## config.mk

```make
export PLATFORM = sky130hd
export DESIGN_NAME = gate_bist_ctrl
export DESIGN_NICKNAME = d
export VERILOG_FILES = /design/src/rtl/gate_bist_pkg.sv /design/src/rtl/gate_bist_settle_timer.sv /design/src/rtl/gate_bist_ctrl.sv
export SDC_FILE = /design/constraint.sdc
export NUM_CORES = 1
export LEC_CHECK = 0
export BUFFER_PORTS_ARGS = -buffer_cell sky130_fd_sc_hd__buf_2
export CAP_MARGIN = 15
export CORE_MARGIN = 8
export CORE_UTILIZATION = 45
export CTS_CLUSTER_DIAMETER = 40
export DETAILED_ROUTE_END_ITERATION = 6
export PLACE_DENSITY = 0.71
export SYNTH_ARGS = -nofsm -noshare
export SYNTH_HDL_FRONTEND = slang
export SYNTH_HIERARCHICAL = 1
export SYNTH_SLANG_ARGS = --single-unit
export TNS_END_PERCENT = 50
```

## constraint.sdc

```tcl
create_clock -name clk -period 2.2 [get_ports clk]
set_clock_uncertainty 0.1 [all_clocks]
set_input_delay 0.11 -clock clk [delete_from_list [all_inputs] [get_ports clk]]
set_output_delay 0.11 -clock clk [all_outputs]
set_load 0.02 [all_outputs]
```

## src/rtl/gate_bist_pkg.sv

```systemverilog
// -----------------------------------------------------------------------------
// gate_bist_pkg
// Shared types and constants for the gate built-in self-test sequencer.
//   gate_bist_state_t : sequencer FSM state encoding
//   GATE_BIST_MAX_IN  : widest gate the sequencer is intended for
//   TT_AND2/OR2/XOR2  : expected truth tables of the common 2-input gates;
//                       bit i is the expected output for input vector i
//   gate_bist_num_vec : number of vectors swept for a given input count
// -----------------------------------------------------------------------------
package gate_bist_pkg;

    typedef enum logic [1:0] {
        ST_IDLE   = 2'd0,
        ST_SETTLE = 2'd1,
        ST_CHECK  = 2'd2,
        ST_DONE   = 2'd3
    } gate_bist_state_t;

    localparam int GATE_BIST_MAX_IN = 4;

    localparam logic [3:0] TT_AND2 = 4'b1000;
    localparam logic [3:0] TT_OR2  = 4'b1110;
    localparam logic [3:0] TT_XOR2 = 4'b0110;

    function automatic int gate_bist_num_vec(input int n_in);
        return 1 << n_in;
    endfunction

endpackage

```

## src/rtl/gate_bist_settle_timer.sv

```systemverilog
// -----------------------------------------------------------------------------
// gate_bist_settle_timer
// Loadable down-counter that times how long a vector is held on the gate
// before its output is sampled.
//   clk, rst_n : clock, asynchronous active-low reset
//   load       : reload the counter with SETTLE_CYC-1 (has priority)
//   dec        : decrement by one; the counter stops at zero
//   zero       : counter is at zero
// -----------------------------------------------------------------------------
module gate_bist_settle_timer #(
    parameter int SETTLE_CYC = 2
) (
    input  logic clk,
    input  logic rst_n,
    input  logic load,
    input  logic dec,
    output logic zero
);

    localparam int CNT_W = $clog2(SETTLE_CYC) + 1;
    localparam logic [CNT_W-1:0] LOAD_VAL = CNT_W'(SETTLE_CYC - 1);

    logic [CNT_W-1:0] count;

    always_ff @(posedge clk or negedge rst_n) begin
        if (!rst_n) begin
            count <= '0;
        end else if (load) begin
            count <= LOAD_VAL;
        end else if (dec && (count != '0)) begin
            count <= count - CNT_W'(1);
        end
    end

    assign zero = (count == '0);

endmodule

```

## src/rtl/gate_bist_ctrl.sv

```systemverilog
// -----------------------------------------------------------------------------
// gate_bist_ctrl
// Built-in self-test sequencer for a small combinational gate. Sweeps every
// input vector, holds each for SETTLE_CYC cycles, then compares the gate
// output against a truth table captured at start.
//
// Parameters:
//   N_IN       : gate input count (1..4), 2^N_IN vectors are swept
//   SETTLE_CYC : cycles a vector is held before the output is sampled (>= 1)
//
// Ports:
//   clk, rst_n : clock (rising edge), asynchronous active-low reset
//   start      : one-cycle sweep request, honoured only in IDLE
//   exp_tt     : expected truth table, bit i = output for vector i
//   dut_y      : output of the gate under test
//   dut_in     : registered vector driven to the gate
//   busy       : sweep in progress (SETTLE/CHECK)
//   done       : one-cycle end-of-sweep pulse
//   pass       : last sweep had no mismatch; valid from done to next start
//   fail_vec   : first mismatching vector of the last sweep, 0 if none
//   err_cnt    : number of mismatching vectors of the last sweep
//   fsm_state  : current sequencer state, for observation
//
// Build option:
//   GATE_BIST_STOP_ON_FAIL_EN : when defined, the first mismatch ends the
//                               sweep immediately (err_cnt = 1).
//
// Handshake: start is a level sampled on the rising edge while the FSM is in
// IDLE; there is no back-pressure, and a start seen in any other state
// (including the DONE cycle) is dropped.
// -----------------------------------------------------------------------------
module gate_bist_ctrl
    import gate_bist_pkg::*;
#(
    parameter int N_IN       = 2,
    parameter int SETTLE_CYC = 2
) (
    input  logic                   clk,
    input  logic                   rst_n,
    input  logic                   start,
    input  logic [(1<<N_IN)-1:0]   exp_tt,
    input  logic                   dut_y,
    output logic [N_IN-1:0]        dut_in,
    output logic                   busy,
    output logic                   done,
    output logic                   pass,
    output logic [N_IN-1:0]        fail_vec,
    output logic [N_IN:0]          err_cnt,
    output gate_bist_state_t       fsm_state
);

    localparam int NUM_VEC = 1 << N_IN;

    gate_bist_state_t state;
    gate_bist_state_t state_next;

    logic [NUM_VEC-1:0] tt_q;
    logic               timer_load;
    logic               timer_dec;
    logic               timer_zero;
    logic               mismatch;
    logic               last_vec;
    logic               stop_now;
    logic [N_IN:0]      err_cnt_next;

    // Compare the sampled gate output against the captured truth table.
    assign mismatch     = (dut_y != tt_q[dut_in]);
    assign last_vec     = &dut_in;
    assign err_cnt_next = err_cnt + (N_IN+1)'(mismatch);

`ifdef GATE_BIST_STOP_ON_FAIL_EN
    assign stop_now = mismatch;
`else
    assign stop_now = 1'b0;
`endif

    // ---------------------------------------------------------------
    // Settle timer
    // ---------------------------------------------------------------
    gate_bist_settle_timer #(
        .SETTLE_CYC (SETTLE_CYC)
    ) u_settle_timer (
        .clk   (clk),
        .rst_n (rst_n),
        .load  (timer_load),
        .dec   (timer_dec),
        .zero  (timer_zero)
    );

    // ---------------------------------------------------------------
    // FSM: state register
    // ---------------------------------------------------------------
    always_ff @(posedge clk or negedge rst_n) begin
        if (!rst_n) begin
            state <= ST_IDLE;
        end else begin
            state <= state_next;
        end
    end

    // ---------------------------------------------------------------
    // FSM: next-state logic
    // ---------------------------------------------------------------
    always_comb begin
        state_next = state;
        case (state)
            ST_IDLE: begin
                if (start) begin
                    state_next = ST_SETTLE;
                end
            end
            ST_SETTLE: begin
                if (timer_zero) begin
                    state_next = ST_CHECK;
                end
            end
            ST_CHECK: begin
                if (last_vec || stop_now) begin
                    state_next = ST_DONE;
                end else begin
                    state_next = ST_SETTLE;
                end
            end
            ST_DONE: begin
                state_next = ST_IDLE;
            end
            default: begin
                state_next = ST_IDLE;
            end
        endcase
    end

    // ---------------------------------------------------------------
    // FSM: outputs
    // ---------------------------------------------------------------
    always_comb begin
        busy       = 1'b0;
        done       = 1'b0;
        timer_load = 1'b0;
        timer_dec  = 1'b0;
        case (state)
            ST_IDLE: begin
                timer_load = start;
            end
            ST_SETTLE: begin
                busy      = 1'b1;
                timer_dec = 1'b1;
            end
            ST_CHECK: begin
                busy       = 1'b1;
                // Reload only when another vector follows.
                timer_load = !(last_vec || stop_now);
            end
            ST_DONE: begin
                done = 1'b1;
            end
            default: begin
                busy = 1'b0;
            end
        endcase
    end

    assign fsm_state = state;

    // ---------------------------------------------------------------
    // Vector, truth-table capture and result registers
    // ---------------------------------------------------------------
    always_ff @(posedge clk or negedge rst_n) begin
        if (!rst_n) begin
            tt_q     <= '0;
            dut_in   <= '0;
            err_cnt  <= '0;
            fail_vec <= '0;
            pass     <= 1'b0;
        end else begin
            case (state)
                ST_IDLE: begin
                    if (start) begin
                        tt_q     <= exp_tt;
                        dut_in   <= '0;
                        err_cnt  <= '0;
                        fail_vec <= '0;
                        pass     <= 1'b0;
                    end
                end
                ST_CHECK: begin
                    err_cnt <= err_cnt_next;
                    if (mismatch && (err_cnt == '0)) begin
                        fail_vec <= dut_in;
                    end
                    // pass is settled on the way into DONE so that it already
                    // reflects a mismatch found in this final check while
                    // done is high.
                    if (last_vec || stop_now) begin
                        pass <= (err_cnt_next == '0);
                    end else begin
                        dut_in <= dut_in + N_IN'(1);
                    end
                end
                default: begin
                    dut_in <= dut_in;
                end
            endcase
        end
    end

endmodule

```

Word level (Yosys, flattened, before mapping) --
Cells that the tools add are included.
Word-level totals: register bits 16, bits of input ports 8, output and inout port bits 12, logic and storage cells 60
Cells by class: $add $sub $neg 3, magnitude comparators 1, equal/unequal tests 9, mux-type cells 22, reductions and logical operators 18
Operator list (count):
- $mux W2 | 8
- $ne A2 B2 Y1 const B | 5
- $reduce_and A3 Y1 | 3
- $pmux W2 S2 | 2
- $pmux W2 S4 | 1
- $reduce_and A2 Y1 | 4
- $logic_not A3 Y1 | 2
- $mux W1 | 6
- $pmux W3 S2 | 1
- $reduce_bool A2 Y1 | 3
- $eq A2 B2 Y1 const B | 2
- $logic_not A2 Y1 | 2
- $pmux W1 S2 | 2
- $add A3 B1 Y3 | 1
- $lt A2 B3 Y1 const B | 1
- $mux W3 | 1
- $add A2 B1 Y2 const B | 1
- $bmux W1 S2 | 1
- $eq A2 B1 Y1 const B | 1
- $logic_and A1 B1 Y1 | 2
- $reduce_or A2 Y1 | 1
- $sub A2 B1 Y2 const B | 1
- $logic_not A1 Y1 | 1
- $ne A1 B1 Y1 | 1

Logic depth before layout (Yosys ltp) --
Gate-level depths: netlist (run 1).
word-level depth 7, gate-level depth with buffers 8, mapped depth without buffers 8

Cells and area by module --
Netlist (run 1), hierarchy kept.
Modules (own cells, without submodules):
- gate_bist_ctrl | times used 1, cells an instance 74, area each 838.3 um2, sequential area each 350.3 um2
- gate_bist_settle_timer | times used 1, cells an instance 11, area each 116.4 um2, sequential area each 50.0 um2

Worst setup path after synthesis (run 1) --
OpenSTA, ideal clock, no wires.
path kind reg-to-reg, from reg dut_in[0], to reg pass, setup time 0.090 ns, arrival time 2.279 ns, required time 2.010 ns, setup slack -0.269 ns, cell stages (with the launch flop) 9, buffers on the path 0, clock period less this slack 2.469 ns, cell sequence dfrtp_1 mux4_2 xor2_2 ha_1 ha_1 nor3b_1 and3_1 a21oi_1 o221ai_1
Between the ends: longest elaborated chain between the ends 7, elaborated cells between the ends (all ways) 10, those cells by class 1 x add/sub; 2 x eq/ne; 4 x mux; 3 x reduce/logical
Ends and longest elaborated chain:
- start, declared | line gate_bist_ctrl.sv:43 | output logic [N_IN-1:0] dut_in,
- start signal, assigned | line gate_bist_ctrl.sv:197 | dut_in <= dut_in + N_IN'(1);
- start signal, assigned | line gate_bist_ctrl.sv:201 | dut_in <= dut_in;
- $bmux W1 S2 | line gate_bist_ctrl.sv:67 | assign mismatch = (dut_y != tt_q[dut_in]);
- $mux W1 (not written as such) | line gate_bist_ctrl.sv:67
- $ne A1 B1 Y1 | line gate_bist_ctrl.sv:67
- $add A3 B1 Y3 | line gate_bist_ctrl.sv:69 | assign err_cnt_next = err_cnt + (N_IN+1)'(mismatch);
- $logic_not A3 Y1 | line gate_bist_ctrl.sv:195 | pass <= (err_cnt_next == '0);
- $mux W1 | line gate_bist_ctrl.sv:194 | if (last_vec || stop_now) begin
- $pmux W1 S2 | line gate_bist_ctrl.sv:176 | case (state)
- end signal, assigned | line gate_bist_ctrl.sv:195
- end, declared | line gate_bist_ctrl.sv:46 | output logic pass,
Several ways; a longest one is shown, not always the timed one. The select of a mux whose other input is x is not followed. A chain may end at the register's enable or synchronous reset.

Worst setup path after layout (run 1) --
Ends and elaborated chain as after synthesis.

==> results of run 1 <==
-- cells by family after synthesis --
| family | after synthesis | synth area share (%) |
|---|---|---|
| adder cells (fa/ha/maj) | 9 | 11.8 |
| XOR/XNOR | 2 | 2.62 |
| AO/OA/AOI/OAI | 23 | 16.8 |
| multiplexers | 9 | 11.3 |
| buffers and inverters | 8 | 3.15 |
| AND/OR/NAND/NOR | 18 | 12.5 |
| flip-flops | 16 | 41.9 |
-- metal layers --
metal	GRT usage [%]	share of wire (%)	wire length [um]
met5	0	0	0
met4	6.49	2.0	42
met3	3.70	4.9	104
met2	21.5	52	1120
met1	13.7	41	867
-- sequential cells by signal, summed over array words and instances, names as in the netlist --
| signal | count |
|---|---|
| u_settle_timer/count | 2 |
| fsm_state | 2 |
| fail_vec | 2 |
| err_cnt | 3 |
| tt_q | 4 |
| pass | 1 |
| dut_in | 2 |
-- power breakdown --
group,internal [mW],total (mW),switching (mW)
sequential,0.423,0.550,0.128
clock,0.101,0.196,0.0956
combinational,0.503,1.08,0.573
-- stage by stage --
stage,instances,setup WS [ns]
after floorplan,85,-0.135
after global placement,134,-0.0305
after detailed placement,134,-0.106
after CTS,143,-0.0639
after global routing,144,-0.182
final,144,-0.0752
-- worst max-delay path by stage --
stage                   start  endpoint  slack, ns  cells past startpoint
floorplan           dut_in[0]      pass      -0.14                      8
global placement    dut_in[0]      pass      -0.03                      8
detailed placement  dut_in[0]      pass      -0.11                      8
CTS                 dut_in[0]      pass      -0.06                      8
global route        dut_in[0]      pass      -0.18                      8
finish              dut_in[0]      pass      -0.08                      8
-- worst register-to-register path: stages, from the launching register on --
cell and delay (ns):
dfrtp_2 0.38, mux4_2 0.53, xor2_2 0.20, ha_2 0.22, ha_4 0.20, nor3b_2 0.18, and3_1 0.17, a21oi_1 0.04
o221ai_1 0.17
-- final cells by class --
cell class | count | area (um2)
sequential | 16 | 402
inverter | 7 | 26.3
clock buffer | 4 | 36.3
fill | 172 | 757
multi-input combinational | 61 | 544
timing repair buffer | 29 | 183
tap | 27 | 33.8
-- synth_stat cells, types with 2 or more instances --
cell,number,share of area (%)
a32o_1,2,2.1
nand2_1,6,2.4
nor2b_1,4,2.6
a32oi_1,3,2.8
ha_1,9,12
o221ai_1,2,1.8
mux2i_1,4,4.2
inv_1,7,2.8
mux2_2,4,4.7
dfrtp_1,16,42
o21ai_0,6,3.1
a21oi_1,4,2.1
-- timing repair --
action,in CTS,in global routing
pin swaps,1,2
hold endpoints to repair,20,0
setup endpoints to repair,1,2
buffers inserted,0,1
resized for setup,2,0
hold buffers,5,0
==> metrics.csv, run 1 <==
stage,metric,value,unit
status,status,"complete, but fails checks",
status,violated checks,negative setup slack,
setup_path,RR Startpoint,dut_in[0],
synthesis,Mean Syn Cell Area,11.2,um2
synthesis,Synth cell types,30,
timing,final setup violating endpoints,1,
placed_design,dpl hpwl,1630,um
placed_design,Area after DPL,1120,um2
setup_path,CP max stage cell,mux4_2,
timing,RSZ-0062 raised after global routing,true,
drt,Initial DRC Count,5,
floorplanning,Rows,16,
synthesis,Synth async-reset ratio,100,%
floorplanning,core box area,1980,um2
floorplanning,Initial Utilization,48.2,%
clock_tree,Clock Sinks,16,
timing,Tightest Pin Transition,0.482,ns
power_and_ir_drop,Pwr Total,1.82,mW
drt,DRT Pass-1 Iters,4,
clock_tree,CTS root buf,clkbuf_4,
setup_path,"slowest stage delay, CP",0.53,ns
finish,Antenna Cells,0,
placed_design,port buffer count,19,
timing,final hold violation count,0,
finish,nets,135,
setup_path,Worst EP required,2.31,ns
worst_hold_path,worst hold path endpoint,err_cnt[2],
timing,post-route setup TNS,-0.0752,ns
grt,pin count of the biggest net entering global routing,17,
synthesis,syn_nets,102,
power_and_ir_drop,leakage,0.581,nW
finish,area delta synth->final,28.3,%
placed_design,Final GP Congestion,0.816,
drt,routed via count,787,
timing,max-slew violations,0,
finish,Util after Layout,61.8,%
floorplanning,I/O pin cnt,20,
synthesis,synthesized cell area,955,um2
grt,initial antenna violation count,0,
setup_path,kind of critical path,reg -> reg,
clock_tree,CTS buffer count,3,
timing,period utilization,103,%
timing,Fin Hold WS,0.112,ns
clock_tree,CTS tree,built,
drt,Post-route DRC,0,
setup_path,CP cell instances,"mux4_2, xor2_2, ha_2, ha_4, nor3b_2, and3_1, a21oi_1, o221ai_1",
worst_hold_path,hold wc startpoint,start,
clock_tree,worst skew pair latency,0.29,ns
finish,"commonest non-fill, non-tap cell in the layout",buf_2,
floorplanning,Die Width,62.1,um
grt,first-pass GRT wire length,3570,um
grt,All-Layer GR Usage,12.6,%
finish,final instance area,1220,um2
timing,Setup WS post-layout,-0.0752,ns
clock_tree,CTS max path bufs,2,
timing,Tmin final,2.28,ns
floorplanning,DIE AREA,3850,um2
power_and_ir_drop,Power Density,1490,nW/um2
synthesis,#FFs+latches synth,16,
timing,fmax,440,MHz
worst_hold_path,Worst Hold Class,in -> reg,
synthesis,Syn Inst Count,85,
setup_path,crit start category,register,
floorplanning,die outline height,62.1,um
setup_path,crit path capture type,register,
drt,DR WL/cell,14.8,um
finish,layout cell share with drive strength beyond 1,35.9,%
synthesis,sequential cell area fraction in the yosys report,41.9,%
drt,Via density,5.47,
setup_path,Worst R2R Path Depth,8,
run,Max Cap Viol,0,
setup_path,CP top delay family,multiplexers,
synthesis,YS warnings,6,
grt,total grt overflow,0,
grt,number of global-route vias before repair,827,
setup_path,R2R Setup Slk,-0.08,ns
synthesis,Post-synth EDFFs,0,
synthesis,top_reg_cell synth,dfrtp_1,
drt,DRT antenna net count,0,
setup_path,Arrival @ worst endpoint,2.38,ns
clock_tree,H-tree depth,1,
power_and_ir_drop,maximum VDD drop,0.00100,V
setup_path,Worst R2R End,pass,
timing,Max transition margin,67.7,%
clock_tree,"Clk pin slew, worst setup/hold paths",0.10,ns
drt,Post-Route WL,2140,um
worst_hold_path,WHS Path Cells,3,
finish,"commonest cells after routing, fill and taps aside","buf_2, dfrtp_1, inv_1, ha_1",
setup_path,CP Buf/Inv Count,0,
setup_path,crit path max fanout,2,
No activity file was read; power rests on OpenSTA's default activity.
==> run 2: changes to the inputs <==
CORE_UTILIZATION = 29   (was 45)
PLACE_DENSITY = 0.5   (was 0.71)
==> run 2 against run 1 <==
The run still ends with negative setup slack left. Worst setup slack improved by 0.025 ns. Worst hold slack got worse by 0.019 ns. Non-clock buffer count did not move. Sequential power fell by 0.9%. Sequential cell count did not move. Utilization fell by 23 points. Via count fell by 1.9%. Die area rose by 40%. Clock power rose by 2%. Sequential share of layout area fell by 0.78 points. Cell count rose by 13%. Largest cell class unchanged.
==> metrics.csv, run 2 (synthesis results as in run 1) <==
stage,metric,value,unit,change
clock_tree,CTS max path bufs,2,,unchanged
timing,final hold violation count,0,,unchanged
clock_tree,H-tree depth,1,,unchanged
grt,initial antenna violation count,0,,unchanged
clock_tree,Clock Sinks,16,,unchanged
timing,RSZ-0062 raised after global routing,true,,
power_and_ir_drop,Sw Ratio,43.9,%,+0.21 points
status,status,"complete, but fails checks",,
setup_path,crit start category,register,,
clock_tree,CTS buffer count,3,,unchanged
power_and_ir_drop,switching pwr,800,uW,+0.46%
timing,Setup WS post-layout,-0.0501,ns,+0.0251 ns
placed_design,pre-CTS WS,-0.139,ns,-0.0330 ns
power_and_ir_drop,Power Density,1450,nW/um2,-2.4%
finish,"commonest non-fill, non-tap cell in the layout",buf_2,,
floorplanning,Die Width,73.4,um,+18%
setup_path,Worst EP required,2.31,ns,about the same
finish,Util after Layout,38.5,%,-23 points
clock_tree,CTS root buf,clkbuf_4,,
grt,All-Layer GR Usage,8.37,%,-4.2 points
power_and_ir_drop,Seq pwr share,29.9,%,-0.3 points
worst_hold_path,hold wc startpoint,start,,
worst_hold_path,worst hold path endpoint,err_cnt[2],,
setup_path,R2R Setup Slk,-0.05,ns,+0.03 ns
power_and_ir_drop,Pwr Total,1.82,mW,about the same
grt,total grt overflow,0,,unchanged
floorplanning,Initial Utilization,29.3,%,-19 points
setup_path,crit path max fanout,2,,unchanged
floorplanning,core box area,3260,um2,+64%
setup_path,RR Startpoint,dut_in[0],,
grt,pin count of the biggest net entering global routing,17,,unchanged
timing,max-slew violations,0,,unchanged
floorplanning,I/O pin cnt,20,,unchanged
floorplanning,DIE AREA,5380,um2,+40%
setup_path,Worst R2R Path Depth,8,,unchanged
setup_path,crit path capture type,register,,
drt,Post-route DRC,0,,unchanged
finish,nets,135,,unchanged
timing,final setup violating endpoints,1,,unchanged
setup_path,Arrival @ worst endpoint,2.36,ns,-0.02 ns
timing,Tightest Pin Transition,0.486,ns,+0.00389 ns
drt,DR WL/cell,12.9,um,-13%
placed_design,dpl hpwl,1600,um,-1.7%
finish,area delta synth->final,31.5,%,
placed_design,Area after DPL,1150,um2,+2.8%
drt,routed via count,772,,-1.9%
finish,Antenna Cells,0,,unchanged
drt,Post-Route WL,2100,um,-1.6%
timing,period utilization,102,%,-1.1 points
grt,number of global-route vias before repair,728,,-12%
setup_path,Worst R2R End,pass,,
grt,first-pass GRT wire length,3480,um,-2.5%
timing,Max transition margin,67.4,%,-0.26 points
finish,largest registers in the final layout,"tt_q: 4 flops, err_cnt: 3 flops",,
timing,fmax,444,MHz,+1.1%
floorplanning,Rows,21,,+5
drt,Initial DRC Count,38,,+33
finish,layout cell share with drive strength beyond 1,35.9,%,unchanged
finish,max reg flops,4,,unchanged
timing,Fin Hold WS,0.0936,ns,-0.0189 ns
run,Max Cap Viol,0,,unchanged
placed_design,port buffer count,19,,unchanged
status,violated checks,negative setup slack,,
clock_tree,worst skew pair latency,0.29,ns,about the same
finish,final instance area,1250,um2,+2.5%
floorplanning,die outline height,73.4,um,+18%
drt,Via density,4.74,,-13%
clock_tree,CTS tree,built,,
drt,DRT Pass-1 Iters,4,,unchanged
setup_path,kind of critical path,reg -> reg,,
worst_hold_path,Worst Hold Class,in -> reg,,
worst_hold_path,WHS Path Cells,3,,unchanged
power_and_ir_drop,combinational power share,59.1,%,about the same
clock_tree,"Clk pin slew, worst setup/hold paths",0.10,ns,about the same
finish,"commonest cells after routing, fill and taps aside","buf_2, dfrtp_1, inv_1, ha_1",,
drt,DRT antenna net count,0,,unchanged
finish,FILL cells,343,,+99%
placed_design,Final GP Congestion,0.701,,-14%
power_and_ir_drop,leakage,0.582,nW,+0.19%
power_and_ir_drop,maximum VDD drop,0.000390,V,-61%
power_and_ir_drop,clock power share,11.0,%,+0.2 points
timing,Tmin final,2.25,ns,-0.0251 ns
finish,Largest Register,tt_q,,
power_and_ir_drop,cell-internal power,1.02,mW,-0.41%
## run 2: cell count changes in the layout (fill, tap and decap cells not counted)
| cell | delta |
|---|---|
| nor3b_4 | +1 |
| nor3b_2 | -1 |
## run 2: repair_timing
action / CTS / global route
gates cloned: 0 / 0
hold buffers: 5 / 0
hold endpoints to repair: 20 / 0
buffers inserted: 0 / 0
resized for setup: 2 / 1
setup endpoints to repair: 1 / 1
pin swaps: 1 / 0
## run 2: layout make-up
class	count	area, um2	share of cell area [%]
repair buffers	29	183	14.6
flip-flops and latches	16	402	32.0
multi-input cells	61	551	43.9
inverters	7	26.3	2.09
well taps	46	57.6	4.59
clock buffers	4	36.3	2.89
## run 2: power by group through the flow
| stage | Combinational, mW | Sequential [mW] | Clock (mW) |
|---|---|---|---|
| after floorplan | 0.665 | 0.623 | 0 |
| after global placement | 1.02 | 0.544 | 0 |
| after detailed placement | 1.03 | 0.549 | 0 |
| after CTS | 1.06 | 0.547 | 0.212 |
| after global routing | 1.18 | 0.566 | 0.221 |
| final | 1.08 | 0.545 | 0.200 |
## run 2: layer usage
layer  GRT usage (%)  up-vias  wire length [um]
met5               0        -                 0
met4            5.32        0                36
met3            1.64        4                80
met2            13.8       17              1010
met1            9.66      374               973
li1                -      377                 -
## run 2: worst max path at each step
stage                     cells past startpoint  slack, ns       from  endpoint
after floorplan                               8      -0.14  dut_in[0]      pass
after global placement                        8      -0.03  dut_in[0]      pass
after detailed placement                      8      -0.14  dut_in[0]      pass
after CTS                                     8      -0.07  dut_in[0]      pass
after global routing                          8      -0.13  dut_in[0]      pass
final                                         8      -0.05  dut_in[0]      pass
## run 2: worst max-delay path: stages, from the launching register on
cell and delay, ns:
dfrtp_2 0.38, mux4_2 0.53, xor2_2 0.17, ha_2 0.18
ha_4 0.22, nor3b_4 0.21, and3_1 0.18, a21oi_1 0.04
o221ai_1 0.17
## run 2: metrics by stage
step | TNS [ns] | std cells
2_1_floorplan | -0.135 | 85
3_3_place_gp | -0.0328 | 154
3_5_place_dp | -0.139 | 154
4_1_cts | -0.0697 | 163
5_1_grt | -0.126 | 163
6_report | -0.0501 | 163
